<file path="config.mk">
export PLATFORM = sky130hd
export DESIGN_NAME = alu_op_sequencer
export DESIGN_NICKNAME = d
export VERILOG_FILES = /design/src/rtl/alu_seq_pkg.sv /design/src/rtl/alu_op_sequencer.sv
export SDC_FILE = /design/constraint.sdc
export NUM_CORES = 1
export LEC_CHECK = 0
export CORE_MARGIN = 5
export CORE_UTILIZATION = 40
export CTS_CLUSTER_SIZE = 20
export DETAILED_ROUTE_END_ITERATION = 8
export PLACE_DENSITY = 0.77
export SETUP_SLACK_MARGIN = 0.5
export SKIP_CTS_REPAIR_TIMING = 1
export SLEW_MARGIN = 20
export SYNTH_ARGS = -nofsm -noshare
export SYNTH_HDL_FRONTEND = slang
export SYNTH_SLANG_ARGS = --single-unit
export TNS_END_PERCENT = 1
</file>
<file path="constraint.sdc">
create_clock -name clk -period 2.3 [get_ports clk]
set_clock_uncertainty 0.05 [all_clocks]
set_input_delay 0.23 -clock clk [delete_from_list [all_inputs] [get_ports clk]]
set_output_delay 0.23 -clock clk [all_outputs]
set_load 0.005 [all_outputs]
</file>
<file path="src/rtl/alu_seq_pkg.sv">
// Shared definitions for the ALU operation sequencer: opcode map of the
// downstream 8-bit ALU, sequencer state encoding and the divide-by-zero fill.
package alu_seq_pkg;

  localparam int ALU_WIDTH = 8;
  localparam int ALU_SEL_W = 4;

  localparam logic [ALU_SEL_W-1:0] OP_ADD  = 4'h0;
  localparam logic [ALU_SEL_W-1:0] OP_SUB  = 4'h1;
  localparam logic [ALU_SEL_W-1:0] OP_MUL  = 4'h2;
  localparam logic [ALU_SEL_W-1:0] OP_DIV  = 4'h3;
  localparam logic [ALU_SEL_W-1:0] OP_SHL  = 4'h4;
  localparam logic [ALU_SEL_W-1:0] OP_SHR  = 4'h5;
  localparam logic [ALU_SEL_W-1:0] OP_ROL  = 4'h6;
  localparam logic [ALU_SEL_W-1:0] OP_ROR  = 4'h7;
  localparam logic [ALU_SEL_W-1:0] OP_AND  = 4'h8;
  localparam logic [ALU_SEL_W-1:0] OP_OR   = 4'h9;
  localparam logic [ALU_SEL_W-1:0] OP_XOR  = 4'hA;
  localparam logic [ALU_SEL_W-1:0] OP_NOR  = 4'hB;
  localparam logic [ALU_SEL_W-1:0] OP_NAND = 4'hC;
  localparam logic [ALU_SEL_W-1:0] OP_XNOR = 4'hD;
  localparam logic [ALU_SEL_W-1:0] OP_GT   = 4'hE;
  localparam logic [ALU_SEL_W-1:0] OP_EQ   = 4'hF;

  // Result reported in place of the ALU output when dividing by zero.
  localparam logic [ALU_WIDTH-1:0] DIVZ_RESULT = '1;

  typedef enum logic [1:0] {
    IDLE  = 2'd0,
    ISSUE = 2'd1,
    RESP  = 2'd2
  } seq_state_e;

endpackage

</file>
<file path="src/rtl/alu_op_sequencer.sv">
// Sequential front-end for the combinational 8-bit ALU. Commands arrive over a
// valid/ready handshake, operands are registered onto the ALU inputs, the ALU
// output is captured after one settle cycle and held as a response with
// qualified carry, divide-by-zero detection and a completed-operation counter.
// cmd_ready depends combinationally on rsp_ready while a response is held, so
// a new command can be accepted in the same cycle the old response retires.
module alu_op_sequencer
  import alu_seq_pkg::*;
#(
  parameter int WIDTH = 8,
  parameter int SEL_W = 4,
  parameter int CNT_W = 16
) (
  input  logic             clk,
  input  logic             rst_n,
  input  logic             cmd_valid,
  output logic             cmd_ready,
  input  logic [WIDTH-1:0] cmd_a,
  input  logic [WIDTH-1:0] cmd_b,
  input  logic [SEL_W-1:0] cmd_sel,
  output logic [WIDTH-1:0] alu_a,
  output logic [WIDTH-1:0] alu_b,
  output logic [SEL_W-1:0] alu_sel,
  input  logic [WIDTH-1:0] alu_out,
  input  logic             alu_carry,
  output logic             rsp_valid,
  input  logic             rsp_ready,
  output logic [WIDTH-1:0] rsp_data,
  output logic             rsp_carry,
  output logic             rsp_divz,
  output logic [CNT_W-1:0] op_count
);

  seq_state_e       state_q;
  logic [WIDTH-1:0] alu_a_q;
  logic [WIDTH-1:0] alu_b_q;
  logic [SEL_W-1:0] alu_sel_q;
  logic             rsp_valid_q;
  logic [WIDTH-1:0] rsp_data_q;
  logic [WIDTH-1:0] rsp_data_d;
  logic             rsp_carry_q;
  logic             rsp_carry_d;
  logic             rsp_divz_q;
  logic             rsp_divz_d;
  logic [CNT_W-1:0] op_count_q;
  logic [CNT_W-1:0] op_count_d;
  logic             rsp_fire;

  assign cmd_ready  = (state_q == IDLE) || ((state_q == RESP) && rsp_ready);
  assign rsp_fire   = rsp_valid_q && rsp_ready;
  assign op_count_d = op_count_q + CNT_W'(1);

  assign alu_a     = alu_a_q;
  assign alu_b     = alu_b_q;
  assign alu_sel   = alu_sel_q;
  assign rsp_valid = rsp_valid_q;
  assign rsp_data  = rsp_data_q;
  assign rsp_carry = rsp_carry_q;
  assign rsp_divz  = rsp_divz_q;
  assign op_count  = op_count_q;

  // Flag post-processing of the settled ALU result: divide-by-zero overrides
  // the ALU output with the all-ones DIVZ_RESULT pattern, carry only for ADD.
  always_comb begin
    rsp_data_d  = alu_out;
    rsp_carry_d = 1'b0;
    rsp_divz_d  = 1'b0;
    if ((alu_sel_q == SEL_W'(OP_DIV)) && (alu_b_q == '0)) begin
      rsp_data_d = '1;
      rsp_divz_d = 1'b1;
    end else if (alu_sel_q == SEL_W'(OP_ADD)) begin
      rsp_carry_d = alu_carry;
    end
  end

  // Handshake FSM: load operands on accept, capture after one settle cycle,
  // hold the response until the consumer takes it.
  always_ff @(posedge clk or negedge rst_n) begin
    if (!rst_n) begin
      state_q     <= IDLE;
      alu_a_q     <= '0;
      alu_b_q     <= '0;
      alu_sel_q   <= '0;
      rsp_valid_q <= 1'b0;
      rsp_data_q  <= '0;
      rsp_carry_q <= 1'b0;
      rsp_divz_q  <= 1'b0;
    end else begin
      case (state_q)
        IDLE: begin
          if (cmd_valid) begin
            alu_a_q   <= cmd_a;
            alu_b_q   <= cmd_b;
            alu_sel_q <= cmd_sel;
            state_q   <= ISSUE;
          end
        end
        ISSUE: begin
          rsp_data_q  <= rsp_data_d;
          rsp_carry_q <= rsp_carry_d;
          rsp_divz_q  <= rsp_divz_d;
          rsp_valid_q <= 1'b1;
          state_q     <= RESP;
        end
        RESP: begin
          if (rsp_ready) begin
            rsp_valid_q <= 1'b0;
            if (cmd_valid) begin
              alu_a_q   <= cmd_a;
              alu_b_q   <= cmd_b;
              alu_sel_q <= cmd_sel;
              state_q   <= ISSUE;
            end else begin
              state_q <= IDLE;
            end
          end
        end
        default: state_q <= IDLE;
      endcase
    end
  end

  // Completed-response counter, wraps silently.
  always_ff @(posedge clk or negedge rst_n) begin
    if (!rst_n) begin
      op_count_q <= '0;
    end else if (rsp_fire) begin
      op_count_q <= op_count_d;
    end
  end

endmodule

</file>
==> results.rst <==
.. list-table::
   :header-rows: 1

   * - Metric
     - Value
   * - Run status
     - completed
   * - I/O pins
     - a little over 80
   * - CP Data Required Time
     - around 2.0 ns
   * - Leakage power total
     - ~1.3 nW
   * - Sequential area share after synthesis
     - 60.12%
   * - Syn Nets
     - between 150 and 200
   * - Total DRC errors in the routed layout
     - 0
   * - Worst min-delay path category
     - input pin to register
   * - Worst path buffer plus inverter count
     - 1
   * - Maximum cell stage delay along the critical path
     - approximately 0.55 ns
   * - Synth Warn #
     - 0
   * - H-tree level count
     - 2
   * - Pin count of the biggest net entering global routing
     - 35
   * - Max Fclk
     - 582.4 MHz
   * - First-pass GRT wire length
     - between 7000 and 8000 um
   * - Maximum count of clock buffers along a single path
     - 2
   * - Initial core utilization
     - 40.45%
   * - Leading cell types in the layout, fill and taps excluded
     - 78 x clkdlybuf4s50_1, 48 x dfrtp_1, 19 x mux2_4, 12 x xnor2_1
   * - Max-cap violations
     - 0
   * - Number of slew-limit violations in the final report
     - 0
   * - Cell area after synthesis
     - between 2000 and 2500 um^2
   * - Number of buffers created by CTS
     - 5
   * - Post-route clock period utilization
     - between 70% and 80%
   * - Global router's overall resource usage
     - about 14%
   * - Post-Route Setup TNS
     - 0 ns
   * - Number of nets in the finished design
     - ~270
   * - Sinks on the clock net
     - between 40 and 50
   * - Maximum resistive drop on vdd
     - between 300 and 400 uV
   * - GPL Wtd Cong
     - 0.7961
   * - Critical path class
     - register to output pin
   * - Initial detailed-routing violation count
     - 35
   * - Slowest cell on the critical path
     - clkdlybuf4s50_1
   * - Synth Register Bits
     - 49
   * - Number of nets with antenna violations after detailed routing
     - 0
   * - Startpoint kind of the worst setup timing path
     - register
   * - Die extent in y
     - about 80 um
   * - Clock input transition at the sequential cells of the worst setup and hold paths
     - roughly 0.08 ns
   * - Master cell of the clock root buffer
     - clkbuf_8
   * - Clock tree from TritonCTS
     - done
   * - Via count of the first global-routing pass
     - approximately 1,500
   * - Standard-cell row count
     - 26
   * - Number of cells in the finished layout apart from fillers
     - 301
   * - Chain of cells forming the critical path
     - a21oi_2, clkdlybuf4s50_1
   * - RSZ-0062 raised after global routing
     - false
   * - Power density cells
     - ~890 nW/um^2
   * - Critical path peak fanout
     - 6
   * - Headroom to the max-slew limit
     - roughly 52%
   * - Worst-margin pin slew
     - approximately 0.72 ns
   * - Layout Area Growth over Synthesis
     - 47.12%
   * - Ratio of cells with drive above 1 in the final layout
     - between 10% and 20%
   * - Initial antenna violation count
     - 0
   * - Worst-skew pair later-pin latency
     - 0.29 ns
   * - Total setup violations reported at the end of the flow
     - 0
   * - Total of buffers placed on input and output ports
     - 80
   * - Worst hold-check slack
     - about 0.32 ns
   * - Drt pass-1 iters
     - 2
   * - Total half-perimeter wirelength after legalization and detailed placement
     - approximately 3300 um
   * - Final critical-path required period
     - approximately 1.7 ns
   * - Antenna Cells
     - 0
   * - Top cell family by delay on the critical path
     - buffers and inverters
   * - Most common cell after layout, fill and taps aside
     - clkdlybuf4s50_1
   * - Inst Count DP
     - ~300
   * - Width of the die
     - 81.41 um
   * - Number of distinct library cells after synthesis
     - 29
   * - Arrival time of the worst setup path
     - around 1.4 ns
   * - Total via count after detailed routing
     - 1,416
   * - Full die area
     - ~6600 um^2
   * - Final global-route overflow total
     - 0
   * - WL per Instance
     - around 14 um
   * - Final Hold Vio Count
     - 0
   * - Type of element capturing the critical path
     - output pin
   * - Routed vias/inst
     - 4.704
   * - Core area
     - ~5000 um^2
   * - Routed WL
     - 4302 um
   * - Average cell area after synthesis
     - around 14 um^2
   * - Number of cells produced by synthesis
     - about 140
## final timing paths
kind,start,end,slack (ns),depth (start not counted)
worst max-delay path,state_q[1],cmd_ready,0.58,2
worst min-delay path,rsp_ready,op_count[2],0.32,3
worst max register to register,alu_b[1],rsp_data[7],0.75,4
worst min register to register,op_count[15],op_count[15],0.43,1
max in group asynchronous,rst_n,alu_b[3],1.12,3
min in group asynchronous,rst_n,rsp_data[2],0.48,2
## area by class of cell
type	count	area, um^2
fill	432	2042
sequential	49	1227
timing repair buffer	84	830.8
multi-input combinational	88	757.0
tap	70	87.58
clock buffer	7	86.33
inverter	3	11.26
## flip-flops by register name (all words and copies together), names as in the netlist
register	flops
rsp_data	8
op_count	16
rsp_valid	1
alu_sel	4
alu_b	8
state_q	2
rsp_divz	1
alu_a	8
rsp_carry	1
## power by group
part | switching [W] | internal (W)
clock network | 0.000255 | 0.000239
logic | 0.000268 | 0.000636
registers | 0.000186 | 0.00107
total | 0.000710 | 0.00195
## cell usage after synthesis, drive strengths merged
cell type  count  area share [%]
a21oi          3            0.92
a32o           1            0.49
and2           2            0.74
and3           1            0.31
buf            3             2.2
dfrtp         49              60
ha             1            0.61
inv            3            0.55
mux2          21              15
nand2          8             1.5
nand2b         1            0.31
nand3          6             1.5
nand4          7             2.1
nor2           6             1.1
nor2b          2            0.61
nor3           2            0.74
nor4           1            0.31
nor4b          1            0.43
o21ai          2            0.49
o22a           8             3.4
xnor2         12             5.2
xor2           3             1.3
## tightest hold or removal path, delay by kind of cell
kind | cells | cell delay [ns]
buf+inv | 1 | 0.17
simple gates | 1 | 0.15
xor+xnor | 1 | 0.07
## per-stage QoR
| stage | util, % | cell area [um^2] | setup slack (ns) | total power, W |
|---|---|---|---|---|
| after floorplan | - | 2039 | 0.9380 | 0.001631 |
| after CTS | 59.23 | 2987 | 0.4165 | 0.002697 |
| after global placement | 57.52 | 2900 | 0.3707 | 0.002166 |
| final | 59.50 | 3000 | 0.5831 | 0.002658 |
| after detailed placement | 57.52 | 2900 | 0.2966 | 0.002197 |
| after global routing | 59.50 | 3000 | 0.5015 | 0.002837 |
## layer usage
layer	wire (um)	up-vias	global-route usage, %
met5	0	-	0
met4	43	0	4.054
met3	388	7	6.430
met2	2168	48	23.21
met1	1702	685	16.99
li1	-	676	-
## logic make-up after synthesis
group | after synthesis | synth area share, %
mux | 21 | 15.09
compound gates | 14 | 5.338
xor+xnor | 15 | 6.442
fa+ha+maj | 1 | 0.6134
simple gates | 37 | 9.632
buf+inv | 6 | 2.761
flops | 49 | 60.12
No activity file was read; power rests on OpenSTA's default activity.
